## src/rtl/alu_issue_stage_if.sv

```systemverilog
// Handshake/bus bundle between decode (master) and the ALU issue stage (slave).
// Carries the upstream entry, the issued ALU operands and both valid/ready pairs.
interface alu_issue_stage_if #(
    parameter int XLEN = 64
);
    logic            in_valid;
    logic            in_ready;
    logic [31:0]     in_instr;
    logic [XLEN-1:0] in_pc;
    logic [XLEN-1:0] in_rs1_data;
    logic [XLEN-1:0] in_rs2_data;
    logic            out_valid;
    logic            out_ready;
    logic [XLEN-1:0] out_input1;
    logic [XLEN-1:0] out_input2;
    logic [3:0]      out_alu_ctrl;
    logic [XLEN-1:0] out_store;
    logic [XLEN-1:0] out_pc;
    logic [2:0]      out_kind;
    logic            out_br_inv;

    modport master (
        output in_valid, in_instr, in_pc, in_rs1_data, in_rs2_data, out_ready,
        input  in_ready, out_valid, out_input1, out_input2, out_alu_ctrl,
               out_store, out_pc, out_kind, out_br_inv
    );

    modport slave (
        input  in_valid, in_instr, in_pc, in_rs1_data, in_rs2_data, out_ready,
        output in_ready, out_valid, out_input1, out_input2, out_alu_ctrl,
               out_store, out_pc, out_kind, out_br_inv
    );
endinterface

```

## src/rtl/alu_issue_stage.sv

```systemverilog
// RV64I decode/issue stage: builds ALU operands and control code, holds them in a
// handshaked ID/EX register backed by a one-entry skid buffer.
module alu_issue_stage #(
    parameter int XLEN = 64
) (
    input  logic               clk,
    input  logic               rst_n,
    input  logic               flush,
    alu_issue_stage_if.slave   bus
);
    localparam logic [3:0] C_AND  = 4'b0000;
    localparam logic [3:0] C_OR   = 4'b0001;
    localparam logic [3:0] C_ADD  = 4'b0010;
    localparam logic [3:0] C_XOR  = 4'b0011;
    localparam logic [3:0] C_SLL  = 4'b0100;
    localparam logic [3:0] C_SRL  = 4'b0101;
    localparam logic [3:0] C_SUB  = 4'b0110;
    localparam logic [3:0] C_SLT  = 4'b0111;
    localparam logic [3:0] C_SLTU = 4'b1000;
    localparam logic [3:0] C_SRA  = 4'b1101;

    localparam logic [2:0] K_ALU     = 3'd0;
    localparam logic [2:0] K_LOAD    = 3'd1;
    localparam logic [2:0] K_STORE   = 3'd2;
    localparam logic [2:0] K_BRANCH  = 3'd3;
    localparam logic [2:0] K_LUI     = 3'd4;
    localparam logic [2:0] K_ILLEGAL = 3'd7;

    typedef struct packed {
        logic [XLEN-1:0] in1;
        logic [XLEN-1:0] in2;
        logic [XLEN-1:0] store;
        logic [XLEN-1:0] pc;
        logic [3:0]      ctrl;
        logic [2:0]      kind;
        logic            inv;
    } entry_t;

    function automatic logic [3:0] f3_ctrl(input logic [2:0] f3);
        case (f3)
            3'b000:  f3_ctrl = C_ADD;
            3'b001:  f3_ctrl = C_SLL;
            3'b010:  f3_ctrl = C_SLT;
            3'b011:  f3_ctrl = C_SLTU;
            3'b100:  f3_ctrl = C_XOR;
            3'b101:  f3_ctrl = C_SRL;
            3'b110:  f3_ctrl = C_OR;
            default: f3_ctrl = C_AND;
        endcase
    endfunction

    logic [6:0]      opcode;
    logic [2:0]      f3;
    logic [6:0]      f7;
    logic [XLEN-1:0] imm_i;
    logic [XLEN-1:0] imm_s;
    logic            illegal;
    entry_t          dec;

    assign opcode = bus.in_instr[6:0];
    assign f3     = bus.in_instr[14:12];
    assign f7     = bus.in_instr[31:25];
    assign imm_i  = {{(XLEN-12){bus.in_instr[31]}}, bus.in_instr[31:20]};
    assign imm_s  = {{(XLEN-12){bus.in_instr[31]}}, bus.in_instr[31:25], bus.in_instr[11:7]};

    always_comb begin
        dec      = '0;
        illegal  = 1'b0;
        dec.pc   = bus.in_pc;
        dec.in1  = bus.in_rs1_data;
        dec.ctrl = C_ADD;
        dec.kind = K_ALU;
        case (opcode)
            7'b0110011: begin
                dec.in2 = bus.in_rs2_data;
                if (f7 == 7'b0000000)                     dec.ctrl = f3_ctrl(f3);
                else if (f7 == 7'b0100000 && f3 == 3'b000) dec.ctrl = C_SUB;
                else if (f7 == 7'b0100000 && f3 == 3'b101) dec.ctrl = C_SRA;
                else                                      illegal  = 1'b1;
            end
            7'b0010011: begin
                dec.in2  = imm_i;
                dec.ctrl = f3_ctrl(f3);
                // RV64 shift amount is 6 bits, so funct6 (not funct7) selects the variant
                if (f3 == 3'b001 || f3 == 3'b101) begin
                    dec.in2 = {{(XLEN-6){1'b0}}, bus.in_instr[25:20]};
                    if (bus.in_instr[31:26] == 6'b010000 && f3 == 3'b101) dec.ctrl = C_SRA;
                    else if (bus.in_instr[31:26] != 6'b000000)              illegal  = 1'b1;
                end
            end
            7'b0000011: begin
                dec.kind = K_LOAD;
                dec.in2  = imm_i;
            end
            7'b0100011: begin
                dec.kind  = K_STORE;
                dec.in2   = imm_s;
                dec.store = bus.in_rs2_data;
            end
            7'b1100011: begin
                dec.kind = K_BRANCH;
                dec.in2  = bus.in_rs2_data;
                case (f3)
                    3'b000:  dec.ctrl = C_SUB;
                    3'b001:  begin dec.ctrl = C_SUB;  dec.inv = 1'b1; end
                    3'b100:  dec.ctrl = C_SLT;
                    3'b101:  begin dec.ctrl = C_SLT;  dec.inv = 1'b1; end
                    3'b110:  dec.ctrl = C_SLTU;
                    3'b111:  begin dec.ctrl = C_SLTU; dec.inv = 1'b1; end
                    default: illegal = 1'b1;
                endcase
            end
            7'b0110111: begin
                dec.kind = K_LUI;
                dec.in1  = '0;
                dec.in2  = {{(XLEN-32){bus.in_instr[31]}}, bus.in_instr[31:12], 12'b0};
            end
            default: illegal = 1'b1;
        endcase
        if (illegal) begin
            dec.in1   = '0;
            dec.in2   = '0;
            dec.store = '0;
            dec.ctrl  = C_AND;
            dec.kind  = K_ILLEGAL;
            dec.inv   = 1'b0;
        end
    end

    entry_t main_q, skid_q;
    logic   main_v, skid_v;
    logic   accept;

    // in_ready is simply "skid empty", which is itself a flop
    assign accept = bus.in_valid && !skid_v;

    always_ff @(posedge clk or negedge rst_n) begin
        if (!rst_n) begin
            main_v <= 1'b0;
            skid_v <= 1'b0;
            main_q <= '0;
            skid_q <= '0;
        end else if (flush) begin
            main_v <= 1'b0;
            skid_v <= 1'b0;
        end else if (!main_v || bus.out_ready) begin
            if (skid_v) begin
                main_q <= skid_q;
                main_v <= 1'b1;
                skid_v <= 1'b0;
            end else begin
                main_v <= accept;
                if (accept) main_q <= dec;
            end
        end else if (accept) begin
            skid_q <= dec;
            skid_v <= 1'b1;
        end
    end

    assign bus.in_ready     = !skid_v;
    assign bus.out_valid    = main_v;
    assign bus.out_input1   = main_q.in1;
    assign bus.out_input2   = main_q.in2;
    assign bus.out_alu_ctrl = main_q.ctrl;
    assign bus.out_store    = main_q.store;
    assign bus.out_pc       = main_q.pc;
    assign bus.out_kind     = main_q.kind;
    assign bus.out_br_inv   = main_q.inv;
endmodule

```

## src/flat_wrapper.sv

```systemverilog
// flat-port wrapper written by rule: the top's interface ports become plain ports
module alu_issue_stage_flat 
#(
    parameter int XLEN = 64
)
  (clk, rst_n, flush, bus_in_valid, bus_in_instr, bus_in_pc, bus_in_rs1_data, bus_in_rs2_data, bus_out_ready, bus_in_ready, bus_out_valid, bus_out_input1, bus_out_input2, bus_out_alu_ctrl, bus_out_store, bus_out_pc, bus_out_kind, bus_out_br_inv);
  alu_issue_stage_if #(.XLEN(XLEN)) bus_i ();
  input  logic clk;
  input  logic rst_n;
  input  logic flush;
  input wire logic [$bits(bus_i.in_valid)-1:0] bus_in_valid;
  input wire logic [$bits(bus_i.in_instr)-1:0] bus_in_instr;
  input wire logic [$bits(bus_i.in_pc)-1:0] bus_in_pc;
  input wire logic [$bits(bus_i.in_rs1_data)-1:0] bus_in_rs1_data;
  input wire logic [$bits(bus_i.in_rs2_data)-1:0] bus_in_rs2_data;
  input wire logic [$bits(bus_i.out_ready)-1:0] bus_out_ready;
  output wire logic [$bits(bus_i.in_ready)-1:0] bus_in_ready;
  output wire logic [$bits(bus_i.out_valid)-1:0] bus_out_valid;
  output wire logic [$bits(bus_i.out_input1)-1:0] bus_out_input1;
  output wire logic [$bits(bus_i.out_input2)-1:0] bus_out_input2;
  output wire logic [$bits(bus_i.out_alu_ctrl)-1:0] bus_out_alu_ctrl;
  output wire logic [$bits(bus_i.out_store)-1:0] bus_out_store;
  output wire logic [$bits(bus_i.out_pc)-1:0] bus_out_pc;
  output wire logic [$bits(bus_i.out_kind)-1:0] bus_out_kind;
  output wire logic [$bits(bus_i.out_br_inv)-1:0] bus_out_br_inv;
  assign bus_i.in_valid = bus_in_valid;
  assign bus_i.in_instr = bus_in_instr;
  assign bus_i.in_pc = bus_in_pc;
  assign bus_i.in_rs1_data = bus_in_rs1_data;
  assign bus_i.in_rs2_data = bus_in_rs2_data;
  assign bus_i.out_ready = bus_out_ready;
  assign bus_in_ready = bus_i.in_ready;
  assign bus_out_valid = bus_i.out_valid;
  assign bus_out_input1 = bus_i.out_input1;
  assign bus_out_input2 = bus_i.out_input2;
  assign bus_out_alu_ctrl = bus_i.out_alu_ctrl;
  assign bus_out_store = bus_i.out_store;
  assign bus_out_pc = bus_i.out_pc;
  assign bus_out_kind = bus_i.out_kind;
  assign bus_out_br_inv = bus_i.out_br_inv;
  alu_issue_stage #(.XLEN(XLEN)) u_core (.clk(clk), .rst_n(rst_n), .flush(flush), .bus(bus_i));
endmodule
```

## config.mk

```make
export PLATFORM = sky130hd
export DESIGN_NAME = alu_issue_stage_flat
export DESIGN_NICKNAME = d
export VERILOG_FILES = /design/src/rtl/alu_issue_stage_if.sv /design/src/rtl/alu_issue_stage.sv /design/src/flat_wrapper.sv
export SDC_FILE = /design/constraint.sdc
export NUM_CORES = 1
export LEC_CHECK = 0
export CORE_MARGIN = 2
export CORE_UTILIZATION = 55
export DETAILED_ROUTE_END_ITERATION = 7
export PLACE_DENSITY = 0.82
export SKIP_LAST_GASP = 1
export SLEW_MARGIN = 25
export SYNTH_ARGS = -nofsm -noshare
export SYNTH_HDL_FRONTEND = slang
export SYNTH_SLANG_ARGS = --single-unit
```

## constraint.sdc

```tcl
create_clock -name clk -period 5.3 [get_ports clk]
set_input_delay 1.325 -clock clk [delete_from_list [all_inputs] [get_ports clk]]
set_output_delay 1.325 -clock clk [all_outputs]
set_load 0.01 [all_outputs]
```

==> results of run 1 <==
==> worst paths after layout <==
kind	from	endpoint	slack [ns]	depth (start not counted)
min reg2reg	u_core.skid_q[168]	u_core.skid_q[168]	0.47	2
min	u_core.skid_q[168]	u_core.skid_q[168]	0.47	2
max	u_core.skid_v	bus_in_ready	1.27	2
max in group asynchronous	rst_n	u_core.skid_v	3.27	2
min in group asynchronous	rst_n	u_core.bus.out_store[18]	0.75	1
max reg2reg	u_core.skid_v	u_core.bus.out_input1[29]	1.86	6
==> through the flow <==
step	util (%)	total power (uW)	instance area, um2
floorplan	-	5190	22900
global placement	68.6	6040	28100
detailed placement	68.6	6090	28100
CTS	72.7	9850	29800
global route	72.8	10100	29800
finish	72.8	9780	29800
==> placed cells by master, fill, tap and decap left out, types with 5 or more instances in the layout <==
master / count
clkbuf_8: 8
o21a_1: 65
buf_12: 9
mux2i_1: 64
a221o_1: 69
buf_4: 22
o21ai_0: 259
clkbuf_16: 53
clkbuf_1: 17
nor2b_1: 6
nor3_1: 8
inv_1: 7
nor2_1: 48
a21o_1: 33
nand2b_1: 7
o22ai_1: 27
a22oi_1: 24
a21oi_1: 75
mux2_2: 70
clkdlybuf4s50_1: 493
and3_1: 107
o211ai_1: 64
dfrtp_1: 529
clkinv_2: 6
nand2_1: 378
a22o_1: 64
bufinv_16: 5
a222oi_1: 5
==> worst min-delay path, cell delays in order, from the launching register on <==
cell and delay, ns:
dfrtp_1 0.34, nand2_1 0.05, o21ai_0 0.06
==> area by class of cell <==
class	count	area share [%]
clock inverters	13	0.660
inverters	7	0.0882
multi-input cells	1425	29.6
diodes	4	0.0336
well taps	532	2.24
clock buffers	78	5.04
flip-flops and latches	530	44.5
repair buffers	526	17.8
==> flip-flops by register name (all words and copies together), names as in the netlist <==
name	count
u_core.bus.out_alu_ctrl	4
u_core.bus.out_br_inv	1
u_core.bus.out_input1	64
u_core.bus.out_input2	64
u_core.bus.out_kind	3
u_core.bus.out_pc	64
u_core.bus.out_store	64
u_core.bus.out_valid	1
u_core.skid_q	264
u_core.skid_v	1
==> cell usage after synthesis, drive strengths merged, types with 21 or more instances <==
| cell | instances | area (um2) |
|---|---|---|
| a21o | 33 | 248 |
| a21oi | 75 | 375 |
| a221o | 69 | 691 |
| a22o | 64 | 561 |
| a22oi | 24 | 180 |
| and3 | 107 | 669 |
| buf | 21 | 146 |
| clkbuf | 176 | 661 |
| dfrtp | 530 | 13300 |
| mux2 | 70 | 788 |
| mux2i | 64 | 641 |
| nand2 | 380 | 1430 |
| nor2 | 48 | 180 |
| o211ai | 64 | 480 |
| o21a | 65 | 488 |
| o21ai | 260 | 1300 |
| o22ai | 27 | 169 |
==> logic make-up after synthesis <==
group	after synthesis	share of synthesized area, %
AO/OA/AOI/OAI	706	20.6
AND/OR/NAND/NOR	582	11.3
flip-flops	530	58.0
buffers and inverters	204	3.64
multiplexers	134	6.25
XOR/XNOR	3	0.115
==> where the power goes <==
part           leakage, uW  switching [uW]  total (uW)  internal (uW)
clock             0.000829            1550        3740           2190
combinational      0.00490             674        1440            764
sequential         0.00698             203        4600           4400
total               0.0127            2430        9780           7350
==> layer usage <==
metal,global-route usage (%),vias to the layer above,routed length (um)
met4,17.0,0,3750
met1,40.4,9479,26600
met3,6.14,179,4620
li1,-,8513,-
met5,0,-,0
met2,50.0,793,33300
==> qor.csv, run 1 <==
metric;value;unit
run_status;completed;
io_buffers;494;
grt_start_max_net_pins;176;
wl_per_cell;21.9;um
dp.cells;3020;
insertion_delay;0.60;ns
critPathCaptureType;primary output;
crit_chain;inv_1 -> clkdlybuf4s50_1;
setup_viol;0;
fillCellCount;2848;
die_w;208;um
coreArea;40900;um2
grt_pass1_wl;108000;um
max-slew-margin-rel;31.5;%
holdWs;0.474;ns
grt_usage;31.3;%
fmax;0.248;GHz
fin_crit;4.03;ns
syn_avg_cell_area;10.6;um2
synth_seq_cells;530;
cts_buffers;53;
finalCritPeriodShare;76.1;%
skew;0.0195;ns
numClockSinks;530;
antenna_found_initial;3;
ys.flop_type;dfrtp_1;
synthesis.nets;2388;
drc;0;
synth_edf_count;0;
critical_path_required;3.97;ns
start_kind;register;
wirelength;68300;um
drv_slew;0;
ant_nets;0;
hold_viol_final;0;
cts_setup_buffers;0;
first_global_vias;19100;
cp.arrival;2.71;ns
ys_warn_count;0;
synth_cell_type_count;53;
layout-drive-gt1-share;7.44;%
finalSetupTns;0;ns
stdcell_count;3115;
setup_ws;1.27;ns
cpPeakStageDelay;1.07;ns
path_buf_inv;2;
p_per_area;328;nW/um2
leakagePower;0.0127;uW
ys_seq_area_share;58.0;%
die_y;208;um
cts-resized-gates;0;
clockRootBuffer;clkbuf_16;
nNetsFinal;2772;
ios;495;
cts_tree;done;
gp_congestion;0.888;
start_util;55.9;%
critPathKind;register to primary output;
cts_hold_buf;0;
vdd_ir_drop_max;0.341;mV
rsz0062_at_grt;false;
critical-path-top-delay-family;flip-flops;
drt_iter0_markers;2143;
hp-class;register to register;
syn_inst;2159;
viasPerCell;6.09;
ys_async_sr_fraction;100;%
worstMarginPinSlew;1.03;ns
drv_cap;0;
dr.pass1.iters;6;
critical_path.max_fanout;102;
clockBufferDepth;3;
multi_input_area;8810;um2
die_area;43200;um2
dp_hpwl;44400;um
crit_slowest_cell;dfrtp_4;
cts_htree_levels;2;
post-place-ws;0.794;ns
synth.cell_area;22900;um2
seq_area;13300;um2
vias;19000;
path_clk_slew;0.06;ns
syn_to_final_growth;30.3;%
grt_overflow_total;0;
rows;74;
Note: power is estimated with default switching activity, not from simulation.
==> run 2: changes to the inputs <==
--- a/config.mk
+++ b/config.mk
@@ -6,9 +6,9 @@
 export NUM_CORES = 1
 export LEC_CHECK = 0
 export CORE_MARGIN = 2
-export CORE_UTILIZATION = 55
+export CORE_UTILIZATION = 51
 export DETAILED_ROUTE_END_ITERATION = 7
-export PLACE_DENSITY = 0.82
+export PLACE_DENSITY = 0.76
 export SKIP_LAST_GASP = 1
 export SLEW_MARGIN = 25
 export SYNTH_ARGS = -nofsm -noshare
==> constraint.sdc (replaced) <==
create_clock -name clk -period 3.8 [get_ports clk]
set_input_delay 0.95 -clock clk [delete_from_list [all_inputs] [get_ports clk]]
set_output_delay 0.95 -clock clk [all_outputs]
set_load 0.01 [all_outputs]
==> qor.csv, run 2 (synthesized netlist as in run 1, its figures left out) <==
metric;value;unit;change
run_status;completed;;unchanged
cts_htree_levels;2;;unchanged
finalCritPeriodShare;87.4;%;
cts_hold_buf;0;;unchanged
crit_slowest_cell;dfrtp_4;;unchanged
cts_setup_buffers;0;;unchanged
swShare;24.9;%;about the same
path_clk_slew;0.06;ns;about the same
leakagePower;0.0130;uW;was 0.0127 uW
top_register;u_core.skid_q;;unchanged
syn_to_final_growth;32.6;%;was 30.3%
hold_viol_final;0;;unchanged
p_clk_share;38.1;%;was 38.3%
clockRootBuffer;clkbuf_16;;unchanged
largest_reg_flops;264;;unchanged
grt_start_max_net_pins;206;;was 176
ios;495;;unchanged
critPathCaptureType;primary output;;unchanged
final_cell_area;30300;um2;was 29800 um2
dp_hpwl;45700;um;was 44400 um
dr.pass1.iters;7;;was 6
skew;0.0214;ns;was 0.0195 ns
postLayoutCoreUtil;68.6;%;was 72.8%
comb_power_share;14.9;%;was 14.7%
layout-drive-gt1-share;8.89;%;was 7.44%
p_sw;3410;uW;was 2430 uW
place_area;28600;um2;was 28100 um2
max-slew-margin-rel;30.6;%;was 31.5%
wirelength;68500;um;was 68300 um
grt_usage;29.4;%;was 31.3%
grt_overflow_total;0;;unchanged
setup_viol;0;;unchanged
cts_buffers;54;;was 53
finalSetupTns;0;ns;unchanged
vdd_ir_drop_max;0.397;mV;was 0.341 mV
numClockSinks;530;;unchanged
fin_crit;3.32;ns;
rows;77;;was 74
seqPwrFrac;47.0;%;about the same
cp.arrival;2.37;ns;was 2.71 ns
viasPerCell;5.88;;was 6.09
critPathKind;register to primary output;;unchanged
cts_tree;done;;unchanged
io_buffers;494;;unchanged
coreArea;44200;um2;was 40900 um2
internal-power;10300;uW;was 7350 uW
insertion_delay;0.60;ns;about the same
drc;0;;unchanged
first_global_vias;19100;;about the same
nNetsFinal;2813;;was 2772
fmax;0.301;GHz;
start_kind;register;;unchanged
cpPeakStageDelay;0.89;ns;was 1.07 ns
crit_chain;inv_1 -> clkdlybuf4s50_1;;unchanged
rrSetupSlack;0.98;ns;was 1.86 ns
final_common_cell;dfrtp_1;;unchanged
die_y;216;um;was 208 um
clockBufferDepth;3;;unchanged
drv_slew;0;;unchanged
rsz0062_at_grt;false;;unchanged
layout_common_cells;dfrtp_1 (529), clkdlybuf4s50_1 (493), nand2_1 (378);;unchanged
wl_per_cell;21.3;um;was 21.9 um
gp_congestion;0.863;;was 0.888
grt_pass1_wl;109000;um;was 108000 um
critical_path.max_fanout;72;;was 102
critical_path_required;2.85;ns;was 3.97 ns
p_per_area;451;nW/um2;was 328 nW/um2
start_util;51.7;%;was 55.9%
die_area;46500;um2;was 43200 um2
cts-resized-gates;0;;unchanged
die_w;216;um;was 208 um
vias;18900;;was 19000
hp-class;input pin to asynchronous set/reset pin;;was register to register
ant_nets;0;;unchanged
worstMarginPinSlew;1.04;ns;was 1.03 ns
antenna_found_initial;7;;was 3
drv_cap;0;;unchanged
drt_iter0_markers;2083;;was 2143
==> run 2: routing by layer <==
layer | track usage, % | share of wire (%) | vias to the layer above
met4 | 15.8 | 5.4 | 0
li1 | - | - | 8594
met5 | 0 | 0 | -
met2 | 47.6 | 49 | 740
met3 | 5.88 | 6.8 | 185
met1 | 37.3 | 39 | 9400
==> run 2: worst max-delay path: cells and delay by family, from the launching register on <==
family | cells | cell delay [ns]
flops | 1 | 0.89
buf+inv | 2 | 0.88
==> run 2: cell type report <==
cell class	count	area, um2
sequential	530	13300
multi-input combinational	1425	8810
tap	592	741
timing repair buffer	566	5750
clock buffer	82	1580
inverter	7	26.3
fill	3268	13900
clock inverter	10	131
antenna	8	20.0
==> run 2: worst paths after layout <==
path,from,endpoint,cells past startpoint
min in group clk,u_core.bus.out_pc[62],u_core.bus.out_pc[62],2
worst min register to register,u_core.bus.out_pc[62],u_core.bus.out_pc[62],2
worst min-delay path,rst_n,u_core.bus.out_store[16],1
worst max register to register,u_core.skid_v,u_core.bus.out_store[5],6
max in group asynchronous,rst_n,u_core.bus.out_input1[41],3
worst max-delay path,u_core.skid_v,bus_in_ready,2
==> run 2: power by group through the flow <==
stage / clock (uW) / sequential (uW) / combinational, uW
after floorplan: 0 / 6580 / 666
after CTS: 5300 / 6420 / 2050
after global routing: 5520 / 6480 / 2180
final: 5220 / 6430 / 2040
after global placement: 0 / 6490 / 1990
after detailed placement: 0 / 6510 / 2040
==> run 2: stage by stage <==
stage | instances | total power (uW) | hold slack, ns | setup WS (ns)
after detailed placement | 3120 | 8550 | 0.463 | 0.0563
after global routing | 3219 | 14200 | 0.366 | 0.331
after CTS | 3212 | 13800 | 0.333 | 0.444
after global placement | 3120 | 8480 | 0.454 | 0.0828
final | 3220 | 13700 | 0.321 | 0.479
after floorplan | 2159 | 7240 | 0.442 | 0.752
